## config.mk

```make
export PLATFORM = sky130hd
export DESIGN_NAME = vga_fb_arbiter
export DESIGN_NICKNAME = d
export VERILOG_FILES = /design/src/rtl/vga_fb_arbiter.sv
export SDC_FILE = /design/constraint.sdc
export NUM_CORES = 1
export LEC_CHECK = 0
export CORE_ASPECT_RATIO = 0.6
export CORE_MARGIN = 2
export CORE_UTILIZATION = 50
export CTS_BUF_LIST = sky130_fd_sc_hd__clkbuf_4 sky130_fd_sc_hd__clkbuf_8
export DETAILED_ROUTE_END_ITERATION = 8
export PLACE_DENSITY = 0.82
export SYNTH_ARGS = -nofsm -noshare
export SYNTH_HDL_FRONTEND = slang
export SYNTH_SLANG_ARGS = --single-unit
```

## constraint.sdc

```tcl
create_clock -name clk -period 2 [get_ports clk]
set_input_delay 0.4 -clock clk [delete_from_list [all_inputs] [get_ports clk]]
set_output_delay 0.4 -clock clk [all_outputs]
set_load 0.02 [all_outputs]
```

## src/rtl/vga_fb_arbiter.sv

```systemverilog
// vga_fb_arbiter: single-port frame-buffer SRAM owner for the VGA path.
// Interleaves fixed-slot scan-out reads with client writes and a clear engine.
//
// Ports:
//   clk, rst_n                        pixel clock, async active-low reset
//   x_pos, y_pos, display_enable      timing generator position and active-video flag
//   pixel_out                         RGB332 pixel, lags x_pos by RD_LAT+2 cycles
//   wr_req/wr_addr/wr_data            client write request (held until wr_ack)
//   wr_ack, wr_err                    request consumed / address out of range
//   clear_req, clear_color            start a whole-buffer fill
//   clear_busy                        fill in progress
//   mem_addr/mem_wdata/mem_rdata      SRAM address and data buses
//   mem_we/mem_re/mem_ce              SRAM strobes (registered)

module vga_fb_arbiter #(
    parameter int FB_W   = 320,
    parameter int FB_H   = 240,
    parameter int RD_LAT = 1
) (
    input  logic        clk,
    input  logic        rst_n,
    input  logic [9:0]  x_pos,
    input  logic [9:0]  y_pos,
    input  logic        display_enable,
    output logic [7:0]  pixel_out,
    input  logic        wr_req,
    input  logic [17:0] wr_addr,
    input  logic [7:0]  wr_data,
    output logic        wr_ack,
    output logic        wr_err,
    input  logic        clear_req,
    input  logic [7:0]  clear_color,
    output logic        clear_busy,
    output logic [17:0] mem_addr,
    output logic [7:0]  mem_wdata,
    input  logic [7:0]  mem_rdata,
    output logic        mem_we,
    output logic        mem_re,
    output logic        mem_ce
);

    localparam int FB_N = FB_W * FB_H;

    typedef enum logic {
        S_IDLE,
        S_CLEAR
    } state_t;

    state_t r_state;
    state_t w_next;

    logic [17:0]       r_cnt;
    logic [7:0]        r_color;
    logic [17:0]       r_addr;
    logic [7:0]        r_wdata;
    logic              r_we;
    logic              r_re;
    logic [RD_LAT-1:0] r_vld;
    logic [RD_LAT+1:0] r_de;
    logic [7:0]        r_cap;

    logic              w_scan;
    logic              w_free;
    logic              w_last;
    logic              w_oob;
    logic              w_clr_go;
    logic              w_cli_go;
    logic              w_cli_wr;
    logic [17:0]       w_scan_addr;
    logic              w_unused;

    assign w_unused    = y_pos[0];
    assign w_scan      = display_enable & ~x_pos[0];
    assign w_free      = ~w_scan;
    assign w_last      = (r_cnt == 18'(FB_N - 1));
    assign w_oob       = (wr_addr >= 18'(FB_N));
    assign w_scan_addr = 18'(y_pos[9:1]) * 18'(FB_W) + 18'(x_pos[9:1]);

    always_ff @(posedge clk or negedge rst_n) begin
        if (!rst_n) r_state <= S_IDLE;
        else        r_state <= w_next;
    end

    always_comb begin
        w_next = r_state;
        unique case (r_state)
            S_IDLE:  if (clear_req)         w_next = S_CLEAR;
            S_CLEAR: if (w_free && w_last)  w_next = S_IDLE;
            default:                        w_next = S_IDLE;
        endcase
    end

    always_comb begin
        w_clr_go = 1'b0;
        w_cli_go = 1'b0;
        unique case (r_state)
            S_IDLE:  w_cli_go = w_free & wr_req;
            S_CLEAR: w_clr_go = w_free;
            default: ;
        endcase
    end

    // Acks are combinational in the free slot; the write lands on the
    // SRAM port the following cycle. Held off while reset is asserted.
    assign wr_ack     = rst_n & w_cli_go;
    assign wr_err     = wr_ack & w_oob;
    assign w_cli_wr   = w_cli_go & ~w_oob;
    assign clear_busy = (r_state == S_CLEAR);

    always_ff @(posedge clk or negedge rst_n) begin
        if (!rst_n) begin
            r_cnt   <= '0;
            r_color <= '0;
        end else if (r_state == S_IDLE && clear_req) begin
            r_cnt   <= '0;
            r_color <= clear_color;
        end else if (w_clr_go) begin
            r_cnt   <= r_cnt + 18'd1;
        end
    end

    always_ff @(posedge clk or negedge rst_n) begin
        if (!rst_n) begin
            r_addr  <= '0;
            r_wdata <= '0;
            r_we    <= 1'b0;
            r_re    <= 1'b0;
        end else begin
            r_re <= w_scan;
            r_we <= w_clr_go | w_cli_wr;
            unique case (1'b1)
                w_scan:   r_addr <= w_scan_addr;
                w_clr_go: begin
                    r_addr  <= r_cnt;
                    r_wdata <= r_color;
                end
                w_cli_wr: begin
                    r_addr  <= wr_addr;
                    r_wdata <= wr_data;
                end
                default: ;
            endcase
        end
    end

    assign mem_addr  = r_addr;
    assign mem_wdata = r_wdata;
    assign mem_we    = r_we;
    assign mem_re    = r_re;
    assign mem_ce    = r_we | r_re;

    // Read data is valid RD_LAT cycles after mem_re; the capture register
    // then holds it until the next scan read, giving the 2x horizontal repeat.
    always_ff @(posedge clk or negedge rst_n) begin
        if (!rst_n) begin
            r_vld <= '0;
            r_de  <= '0;
            r_cap <= '0;
        end else begin
            r_vld[0] <= r_re;
            for (int i = 1; i < RD_LAT; i++) r_vld[i] <= r_vld[i-1];
            r_de[0] <= display_enable;
            for (int i = 1; i < RD_LAT + 2; i++) r_de[i] <= r_de[i-1];
            if (r_vld[RD_LAT-1]) r_cap <= mem_rdata;
        end
    end

    assign pixel_out = r_de[RD_LAT+1] ? r_cap : 8'h00;

endmodule

```

==> results of run 1 <==
metrics by stage:
stage | utilization | hold slack [ns]
after floorplan | - | 0.104
after detailed placement | 0.736 | 0.339
after global routing | 0.811 | 0.338
after global placement | 0.736 | 0.332
final | 0.811 | 0.267
after CTS | 0.791 | 0.284
layout make-up:
| type | count | area share |
|---|---|---|
| clock buffer | 10 | 0.0219 |
| inverter | 11 | 0.00689 |
| clock inverter | 5 | 0.00522 |
| timing repair buffer | 173 | 0.266 |
| multi-input combinational | 297 | 0.398 |
| tap | 104 | 0.0217 |
| sequential | 67 | 0.280 |
cells in the final DEF (no fill, tap or decap), drive strengths merged, types with 4 or more instances in the layout:
cell           instances
nor2b                  6
inv                   11
and3                   5
xor2                  15
dlygate4sd2            9
a21oi                 16
clkinv                 4
nor4                   4
clkbuf                11
o22ai                  6
or3                    7
a22oi                 16
nand3                 11
clkdlybuf4s50         79
dlymetal6s2s           7
buf                   75
xnor2                  6
nand2                 24
mux2                  16
and2                  11
o21ai                 32
a21o                   7
nor3                   6
nand4                  7
nor2                  41
dfrtp                 67
ha                    18
critical path: cells and delay by family:
kind | cells | cell delay [ns]
xor gates and xnor gates | 2 | 0.34
AOI/OAI and AO/OA | 3 | 0.83
and+or+nand+nor | 1 | 0.16
adders and majority gates | 3 | 0.82
buffers and inverters | 1 | 0.10
cells by family (layout without fill, tap and decap cells):
| group | Yosys count | in the layout | synth area share |
|---|---|---|---|
| compound gates | 105 | 105 | 0.182 |
| xor+xnor | 21 | 21 | 0.0475 |
| fa+ha+maj | 20 | 20 | 0.0686 |
| buf+inv | 30 | 199 | 0.0359 |
| flops | 67 | 67 | 0.433 |
| mux | 18 | 18 | 0.0517 |
| simple gates | 133 | 133 | 0.181 |
final timing paths:
| path | startpoint | endpoint | slack (ns) | cells past startpoint |
|---|---|---|---|---|
| hold reg to reg | r_de[1] | r_de[2] | 0.36 | 0 |
| setup / recovery | y_pos[4] | mem_addr[16] | -0.41 | 10 |
| max in group asynchronous | rst_n | r_cnt[0] | 1.11 | 2 |
| min in group clk | r_de[1] | r_de[2] | 0.36 | 0 |
| hold / removal | rst_n | mem_addr[0] | 0.27 | 2 |
| setup reg to reg | r_cnt[6] | r_cnt[15] | 0.02 | 5 |
per-layer routing:
layer,track usage,vias up,part of all wire
met5,0,-,0
met4,0.0870,0,0.036
met3,0.0841,49,0.094
met2,0.522,259,0.45
met1,0.428,1964,0.42
li1,-,1765,-
power breakdown:
group	total, mW	internal [mW]	leakage (nW)	switching (mW)
Combinational	1.48	0.747	1.72	0.732
Sequential	1.70	1.53	0.847	0.169
Clock	0.966	0.452	0.0853	0.515
state kept, by name (all words and copies together) (netlist names):
signal,cells
mem_addr,18
r_cnt,18
mem_wdata,8
r_cap,8
r_color,8
r_de,3
clear_busy,1
mem_re,1
mem_we,1
r_vld,1
what timing repair did:
action	4_1_cts	5_1_grt
setup endpoints to repair	26	31
pin swaps	26	17
buffers inserted	7	6
resized for setup	80	26
==> results_tabular.tex, run 1 <==
\begin{tabular}{lr}
\hline
Metric & Value \\
\hline
\multicolumn{2}{l}{\textbf{Finish}} \\
\quad Area of combinational cells with multiple inputs & 0.00238 mm² \\
\quad Post-route cell area & 0.00599 mm² \\
\quad Final nets & 646 \\
\quad Non-Filler Instances & 667 \\
\quad Fill cell instance count of the final layout & 438 \\
\quad Number of antenna repair diodes & 0 \\
\quad Fraction of final layout cells with drive strength greater than 1 & 0.281 \\
\quad Sequential cell area & around 0.0017 mm² \\
\quad Layout area overhead & 54.9\% \\
\multicolumn{2}{l}{\textbf{Drt}} \\
\quad Total iterations of the first detailed-routing run & 8 \\
\quad DRT iter0 DRCs & between 400 and 500 \\
\quad Vias/cell & 6.05 \\
\quad Residual antenna-violating net count after detailed routing & 0 \\
\quad \# DRC & 0 \\
\quad Total vias in the final route & 4,037 \\
\quad Post-detailed-route wirelength per cell & 20.6 µm \\
\quad Total detailed-routing wirelength & 13,700 µm \\
\multicolumn{2}{l}{\textbf{CTS}} \\
\quad Root buffer cell & sky130\_fd\_sc\_hd\_\_clkbuf\_8 \\
\quad Count of hold-fix buffers inserted at cts & 0 \\
\quad Insertion delay of the later-clocked pin in the worst-skew pair & 0.35 ns \\
\quad Maximum level of the CTS H-tree & 3 \\
\quad Clock-pin slew of the registers on the worst-case setup and hold paths & 0.07 ns \\
\quad TritonCTS buffer count & 9 \\
\quad TritonCTS clock tree & yes \\
\quad CTS Sinks & 67 \\
\quad Max Buffers Root-to-Sink & 2 \\
\multicolumn{2}{l}{\textbf{Setup path}} \\
\quad Most frequent cell on the critical path & sky130\_fd\_sc\_hd\_\_ha\_4 \\
\quad Slowest cell on crit path & sky130\_fd\_sc\_hd\_\_fa\_2 \\
\quad CP Class & input port to register \\
\quad List of cells traversed by the critical path & buf\_8 -> ha\_4 -> ha\_4 -> fa\_2 -> a21o\_1 -> a221oi\_4 -> xnor2\_2 -> nand4\_1 -> xnor2\_1 -> a221o\_1 \\
\quad CP startpoint kind & input port \\
\quad Largest driver fanout on the critical path & 3 \\
\quad Maximum cell stage delay along the critical path & 0.42 ns \\
\quad Data arrival, critical path & about 2.7 ns \\
\quad Worst setup EP type & register \\
\quad Required time of the critical path & $\sim$2.2 ns \\
\multicolumn{2}{l}{\textbf{Placed design}} \\
\quad Post-detailed-placement cell area & 0.00543 mm² \\
\quad \# placed instances & 639 \\
\quad Last weighted congestion value of the routability-driven placer & 0.862 \\
\quad Pre-CTS worst setup slack & -1.11 ns \\
\quad DP HPWL & 8930 µm \\
\quad IO buf count & 105 \\
\multicolumn{2}{l}{\textbf{GRT}} \\
\quad Antenna violations before repair & 0 \\
\quad Total routing usage reported by global routing & 0.318 \\
\quad Number of global-route vias before repair & 4,005 \\
\quad Pin count of the biggest net entering global routing & 68 \\
\quad Global-route wire length before repair & 21,000 µm \\
\quad GR Overflow Total & 0 \\
\multicolumn{2}{l}{\textbf{Die}} \\
\quad Number of top-level design ports & 107 \\
\quad Core Footprint & 0.00739 mm² \\
\quad Std cell rows & 24 \\
\quad Height of the chip & slightly above 70 µm \\
\quad Area of the die & 0.00848 mm² \\
\quad Starting utilization of the core area & 0.524 \\
\quad Floorplan die width & 118 µm \\
\multicolumn{2}{l}{\textbf{Synth}} \\
\quad Top FF cell, synth & sky130\_fd\_sc\_hd\_\_dfrtp\_1 \\
\quad Net count after synthesis & 481 \\
\quad Leading area contributor after synthesis & sky130\_fd\_sc\_hd\_\_dfrtp\_1 \\
\quad Yosys warning count & 0 \\
\quad Most frequent cell after synthesis & sky130\_fd\_sc\_hd\_\_dfrtp\_1 \\
\quad Post-synth EDFFs & 0 \\
\quad Syn Inst Count & between 300 and 400 \\
\quad Asr flop ratio synth & 1.00 \\
\quad Sequential share of the synthesized area & 0.433 \\
\quad Commonest cells in the synthesized netlist & 67 x sky130\_fd\_sc\_hd\_\_dfrtp\_1, 39 x sky130\_fd\_sc\_hd\_\_nor2\_1, 31 x sky130\_fd\_sc\_hd\_\_o21ai\_0 \\
\quad Top cell type's share of synthesized area & 0.433 \\
\quad Distinct cell type count after synthesis & 57 \\
\quad Cell area after synthesis & roughly 0.0039 mm² \\
\quad Average footprint of a synthesized cell & 9.82 µm² \\
\quad Count of state elements after synthesis & 67 \\
\quad Ranking of synthesized cells by area & sky130\_fd\_sc\_hd\_\_dfrtp\_1 43\%, sky130\_fd\_sc\_hd\_\_ha\_1 5.8\%, sky130\_fd\_sc\_hd\_\_mux2\_2 4.7\% \\
\multicolumn{2}{l}{\textbf{STA}} \\
\quad Final Hold Viols & 0 \\
\quad Final critical delay including setup and external delays & 2.41 ns \\
\quad Fin. max-slew vios & 0 \\
\quad Max Clock Skew & 0.0115 ns \\
\quad Slew at the pin with the worst max-slew slack & 0.865 ns \\
\quad Fmax & between 0.4 and 0.5 GHz \\
\quad Minimum setup slack in the final design & -0.414 ns \\
\quad Final TNS setup & -2.02 ns \\
\quad Relative slew slack & 0.423 \\
\quad Final period util & 1.21 \\
\quad RSZ-0062 raised after global routing & true \\
\quad Setup-violating endpoint count in the final report & 7 \\
\multicolumn{2}{l}{\textbf{Status}} \\
\quad Status & finished with violations \\
\quad Failing checks & negative setup slack \\
\multicolumn{2}{l}{\textbf{Power}} \\
\quad Peak supply drop & 0.547 mV \\
\quad Static leakage power & between 2 and 3 nW \\
\quad Power Total & a little over 4 mW \\
\quad Power per cell area & 691 mW/mm² \\
\multicolumn{2}{l}{\textbf{Min path}} \\
\quad Hold Crit Class & input port to async pin \\
\multicolumn{2}{l}{\textbf{Flow run}} \\
\quad Count of maximum capacitance violations & 0 \\
\hline
\end{tabular}
(Power assumes the default switching activity.)
==> run 2: changes to the inputs <==
--- a/config.mk
+++ b/config.mk
@@ -5,12 +5,15 @@
 export SDC_FILE = /design/constraint.sdc
 export NUM_CORES = 1
 export LEC_CHECK = 0
+export ABC_AREA = 1
+export ABC_CLOCK_PERIOD_IN_PS = 2000
 export CORE_ASPECT_RATIO = 0.6
 export CORE_MARGIN = 2
 export CORE_UTILIZATION = 50
 export CTS_BUF_LIST = sky130_fd_sc_hd__clkbuf_4 sky130_fd_sc_hd__clkbuf_8
 export DETAILED_ROUTE_END_ITERATION = 8
-export PLACE_DENSITY = 0.82
+export GPL_TIMING_DRIVEN = 0
+export PLACE_DENSITY = 0.81
 export SYNTH_ARGS = -nofsm -noshare
 export SYNTH_HDL_FRONTEND = slang
 export SYNTH_SLANG_ARGS = --single-unit
==> results_tabular.tex, run 2 <==
\begin{tabular}{lr}
\hline
Metric & Value \\
\hline
\multicolumn{2}{l}{\textbf{Drt}} \\
\quad Total detailed-routing wirelength & 12,400 µm \\
\quad Vias/cell & around 5.5 \\
\quad DRT iter0 DRCs & 355 \\
\quad Post-detailed-route wirelength per cell & 16.5 µm \\
\quad Total iterations of the first detailed-routing run & 5 \\
\quad Residual antenna-violating net count after detailed routing & 0 \\
\quad Total vias in the final route & approximately 4.2k \\
\quad \# DRC & 0 \\
\multicolumn{2}{l}{\textbf{Synth}} \\
\quad Average footprint of a synthesized cell & approximately 7.6 µm² \\
\quad Fraction of the mapped netlist area in compound gates & 0.115 \\
\quad Top FF cell, synth & sky130\_fd\_sc\_hd\_\_dfrtp\_1 \\
\quad Cell area after synthesis & between 0.003 and 0.004 mm² \\
\quad Leading area contributor after synthesis & sky130\_fd\_sc\_hd\_\_dfrtp\_1 \\
\quad Most frequent cell after synthesis & sky130\_fd\_sc\_hd\_\_nand2\_1 \\
\quad Sequential share of the synthesized area & 0.426 \\
\quad Xor and xnor area share after synthesis & 0.00891 \\
\quad Distinct cell type count after synthesis & 40 \\
\quad Yosys warning count & 0 \\
\quad Arithmetic-cell share of the synthesized area counting full adders, half adders and majority gates & 0.0675 \\
\quad Post-synth EDFFs & 0 \\
\quad Net count after synthesis & 604 \\
\quad Top cell type's share of synthesized area & 0.426 \\
\quad Simple-Gate Fraction of Synth Area & 0.271 \\
\quad Post-synthesis mux area share & 0.0229 \\
\quad Ranking of synthesized cells by area & sky130\_fd\_sc\_hd\_\_dfrtp\_1 43\%, sky130\_fd\_sc\_hd\_\_nand2\_1 14\%, sky130\_fd\_sc\_hd\_\_ha\_1 5.7\% \\
\quad Count of state elements after synthesis & 67 \\
\quad Main combinational cell family by area after synthesis & simple AND/OR/NAND/NOR gates \\
\quad Commonest cells in the synthesized netlist & 148 x sky130\_fd\_sc\_hd\_\_nand2\_1, 67 x sky130\_fd\_sc\_hd\_\_dfrtp\_1, 57 x sky130\_fd\_sc\_hd\_\_inv\_1 \\
\quad Syn Inst Count & about 520 \\
\quad Asr flop ratio synth & 1.00 \\
\multicolumn{2}{l}{\textbf{Setup path}} \\
\quad Required time of the critical path & approximately 2.2 ns \\
\quad R2r endpoint & r\_cnt[14] \\
\quad Reg-to-reg setup timing slack & roughly 0.13 ns \\
\quad Worst reg2reg startpoint & r\_cnt[0] \\
\quad Data arrival, critical path & 2.28 ns \\
\quad CP Class & input port to register \\
\quad Worst setup EP type & register \\
\quad R2R depth & 11 \\
\quad End point of the critical path & mem\_addr[13] \\
\quad CP startpoint kind & input port \\
\quad Critical Path Source & y\_pos[2] \\
\quad Largest driver fanout on the critical path & 4 \\
\multicolumn{2}{l}{\textbf{CTS}} \\
\quad Root buffer cell & sky130\_fd\_sc\_hd\_\_clkbuf\_8 \\
\quad Max Buffers Root-to-Sink & 2 \\
\quad Clock-pin slew of the registers on the worst-case setup and hold paths & 0.07 ns \\
\quad Maximum level of the CTS H-tree & 3 \\
\quad TritonCTS clock tree & yes \\
\quad CTS Sinks & 67 \\
\quad Count of hold-fix buffers inserted at cts & 0 \\
\quad TritonCTS buffer count & 9 \\
\quad Insertion delay of the later-clocked pin in the worst-skew pair & about 0.35 ns \\
\multicolumn{2}{l}{\textbf{Placed design}} \\
\quad \# placed instances & 726 \\
\quad Last weighted congestion value of the routability-driven placer & 0.912 \\
\quad DP HPWL & 8700 µm \\
\quad IO buf count & $\sim$110 \\
\multicolumn{2}{l}{\textbf{Die}} \\
\quad Floorplan die width & 118 µm \\
\quad Std cell rows & 24 \\
\quad Height of the chip & 72.7 µm \\
\quad Area of the die & 0.00861 mm² \\
\quad Starting utilization of the core area & 0.528 \\
\quad Core Footprint & 0.00745 mm² \\
\quad Number of top-level design ports & 107 \\
\multicolumn{2}{l}{\textbf{Finish}} \\
\quad Non-Filler Instances & 751 \\
\quad Commonest non-fill, non-tap cell in the layout & sky130\_fd\_sc\_hd\_\_nand2\_1 \\
\quad Most frequent cells in the layout & 133 x sky130\_fd\_sc\_hd\_\_nand2\_1, 87 x sky130\_fd\_sc\_hd\_\_clkdlybuf4s50\_1, 67 x sky130\_fd\_sc\_hd\_\_dfrtp\_1 \\
\quad Sequential cell area & 0.00168 mm² \\
\quad Layout area overhead & 47.4\% \\
\quad Core occupancy in the finished layout & 0.779 \\
\quad Area of combinational cells with multiple inputs & $\sim$0.0023 mm² \\
\quad Fill cell instance count of the final layout & slightly above 500 \\
\quad Final nets & between 700 and 800 \\
\quad Number of antenna repair diodes & 0 \\
\quad Fraction of final layout cells with drive strength greater than 1 & 0.216 \\
\multicolumn{2}{l}{\textbf{Min path}} \\
\quad Hold Crit Class & input port to async pin \\
\multicolumn{2}{l}{\textbf{Power}} \\
\quad Static leakage power & 2.69 nW \\
\quad Power Total & 4.47 mW \\
\quad Peak supply drop & approximately 0.57 mV \\
\quad Power per cell area & 771 mW/mm² \\
\multicolumn{2}{l}{\textbf{Status}} \\
\quad Failing checks & negative setup slack \\
\quad Status & finished with violations \\
\multicolumn{2}{l}{\textbf{STA}} \\
\quad Final critical delay including setup and external delays & 2.04 ns \\
\quad Setup-violating endpoint count in the final report & 4 \\
\quad Relative slew slack & 0.587 \\
\quad Final Hold Viols & 0 \\
\quad Fmax & 0.490 GHz \\
\quad RSZ-0062 raised after global routing & true \\
\quad Final TNS setup & -0.128 ns \\
\quad Slew at the pin with the worst max-slew slack & between 0.6 and 0.7 ns \\
\quad Max Clock Skew & 0.00809 ns \\
\quad Final period util & 1.02 \\
\quad Fin. max-slew vios & 0 \\
\quad Worst hold slack & 0.0376 ns \\
\quad Minimum setup slack in the final design & -0.0403 ns \\
\multicolumn{2}{l}{\textbf{GRT}} \\
\quad Antenna violations before repair & 0 \\
\quad Total routing usage reported by global routing & 0.286 \\
\quad Pin count of the biggest net entering global routing & 69 \\
\quad GR Overflow Total & 0 \\
\quad Number of global-route vias before repair & roughly 4k \\
\quad Global-route wire length before repair & 19,200 µm \\
\multicolumn{2}{l}{\textbf{Flow run}} \\
\quad Count of maximum capacitance violations & 0 \\
\hline
\end{tabular}
-- run 2: cell count changes after synthesis, moves of 7 or more --
| cell | delta |
|---|---|
| sky130_fd_sc_hd__mux2_2 | -8 |
| sky130_fd_sc_hd__o21ai_1 | +25 |
| sky130_fd_sc_hd__a22oi_1 | -16 |
| sky130_fd_sc_hd__and2_1 | -10 |
| sky130_fd_sc_hd__nor2_1 | -10 |
| sky130_fd_sc_hd__inv_2 | +9 |
| sky130_fd_sc_hd__o21ai_0 | -17 |
| sky130_fd_sc_hd__or3_1 | -7 |
| sky130_fd_sc_hd__a21o_1 | -7 |
| sky130_fd_sc_hd__xor2_1 | -11 |
| sky130_fd_sc_hd__nand3_1 | +23 |
| sky130_fd_sc_hd__inv_1 | +48 |
| sky130_fd_sc_hd__nand2_1 | +124 |
| sky130_fd_sc_hd__a21oi_1 | +15 |
-- run 2: area by class of cell --
class	instances	area share
Sequential cell	67	0.289
Inverter	70	0.0460
Multi-Input combinational cell	364	0.398
Timing Repair Buffer	115	0.195
Clock inverter	2	0.00604
Clock buffer	14	0.0289
Tap cell	104	0.0224
Buffer	15	0.0145
-- run 2: logic make-up after synthesis --
group	count (synthesis)
flops	67
simple gates	248
buf+inv	86
fa+ha+maj	20
mux	8
xor+xnor	4
compound gates	84
-- run 2: how the worst min path moves through the flow --
stage | depth (start not counted) | start | end | slack, ns
6_report | 1 | rst_n | mem_addr[17] | 0.04
5_1_grt | 1 | rst_n | r_cnt[16] | 0.08
4_1_cts | 1 | rst_n | mem_addr[16] | 0.07
3_5_place_dp | 0 | r_de[1] | r_de[2] | 0.34
3_3_place_gp | 0 | r_de[1] | r_de[2] | 0.34
2_1_floorplan | 0 | rst_n | clear_busy | 0.10
-- run 2: worst max-delay path, cell delays in order --
cell                       delay [ns]
sky130_fd_sc_hd__buf_8           0.10
sky130_fd_sc_hd__ha_4            0.23
sky130_fd_sc_hd__ha_4            0.16
sky130_fd_sc_hd__fa_2            0.55
sky130_fd_sc_hd__nand2_1         0.08
sky130_fd_sc_hd__clkinv_2        0.10
sky130_fd_sc_hd__nand2_4         0.08
sky130_fd_sc_hd__nor2_4          0.18
sky130_fd_sc_hd__nand2_2         0.07
sky130_fd_sc_hd__nand3_2         0.08
sky130_fd_sc_hd__o21ai_1         0.07
sky130_fd_sc_hd__nand2_1         0.09
sky130_fd_sc_hd__nand3_1         0.07
-- run 2: power breakdown --
| group | internal, mW | switching [mW] | leakage (nW) | total (mW) |
|---|---|---|---|---|
| logic | 0.718 | 0.847 | 1.74 | 1.57 |
| registers | 1.58 | 0.165 | 0.834 | 1.74 |
| clock network | 0.665 | 0.500 | 0.108 | 1.16 |
-- run 2: routing by layer --
| metal | vias to the layer above | track usage | part of all wire |
|---|---|---|---|
| met2 | 225 | 0.463 | 0.46 |
| met4 | 0 | 0.0675 | 0.025 |
| met5 | - | 0 | 0 |
| met1 | 1969 | 0.393 | 0.43 |
| met3 | 40 | 0.0711 | 0.084 |
| li1 | 1923 | - | - |
-- run 2: per-stage QoR --
step / worst slack, ns / area [µm²]
2_1_floorplan: -0.0806 / 4000
3_3_place_gp: -2.62 / 5180
3_5_place_dp: -0.812 / 5180
4_1_cts: 0.0158 / 5540
5_1_grt: -0.113 / 5800
6_report: -0.0403 / 5800
-- run 2: repair_timing --
item                       4_1_cts  5_1_grt
pin swaps                       13       26
setup endpoints to repair       26       37
resized for setup               62       53
setup buffers                    5        6
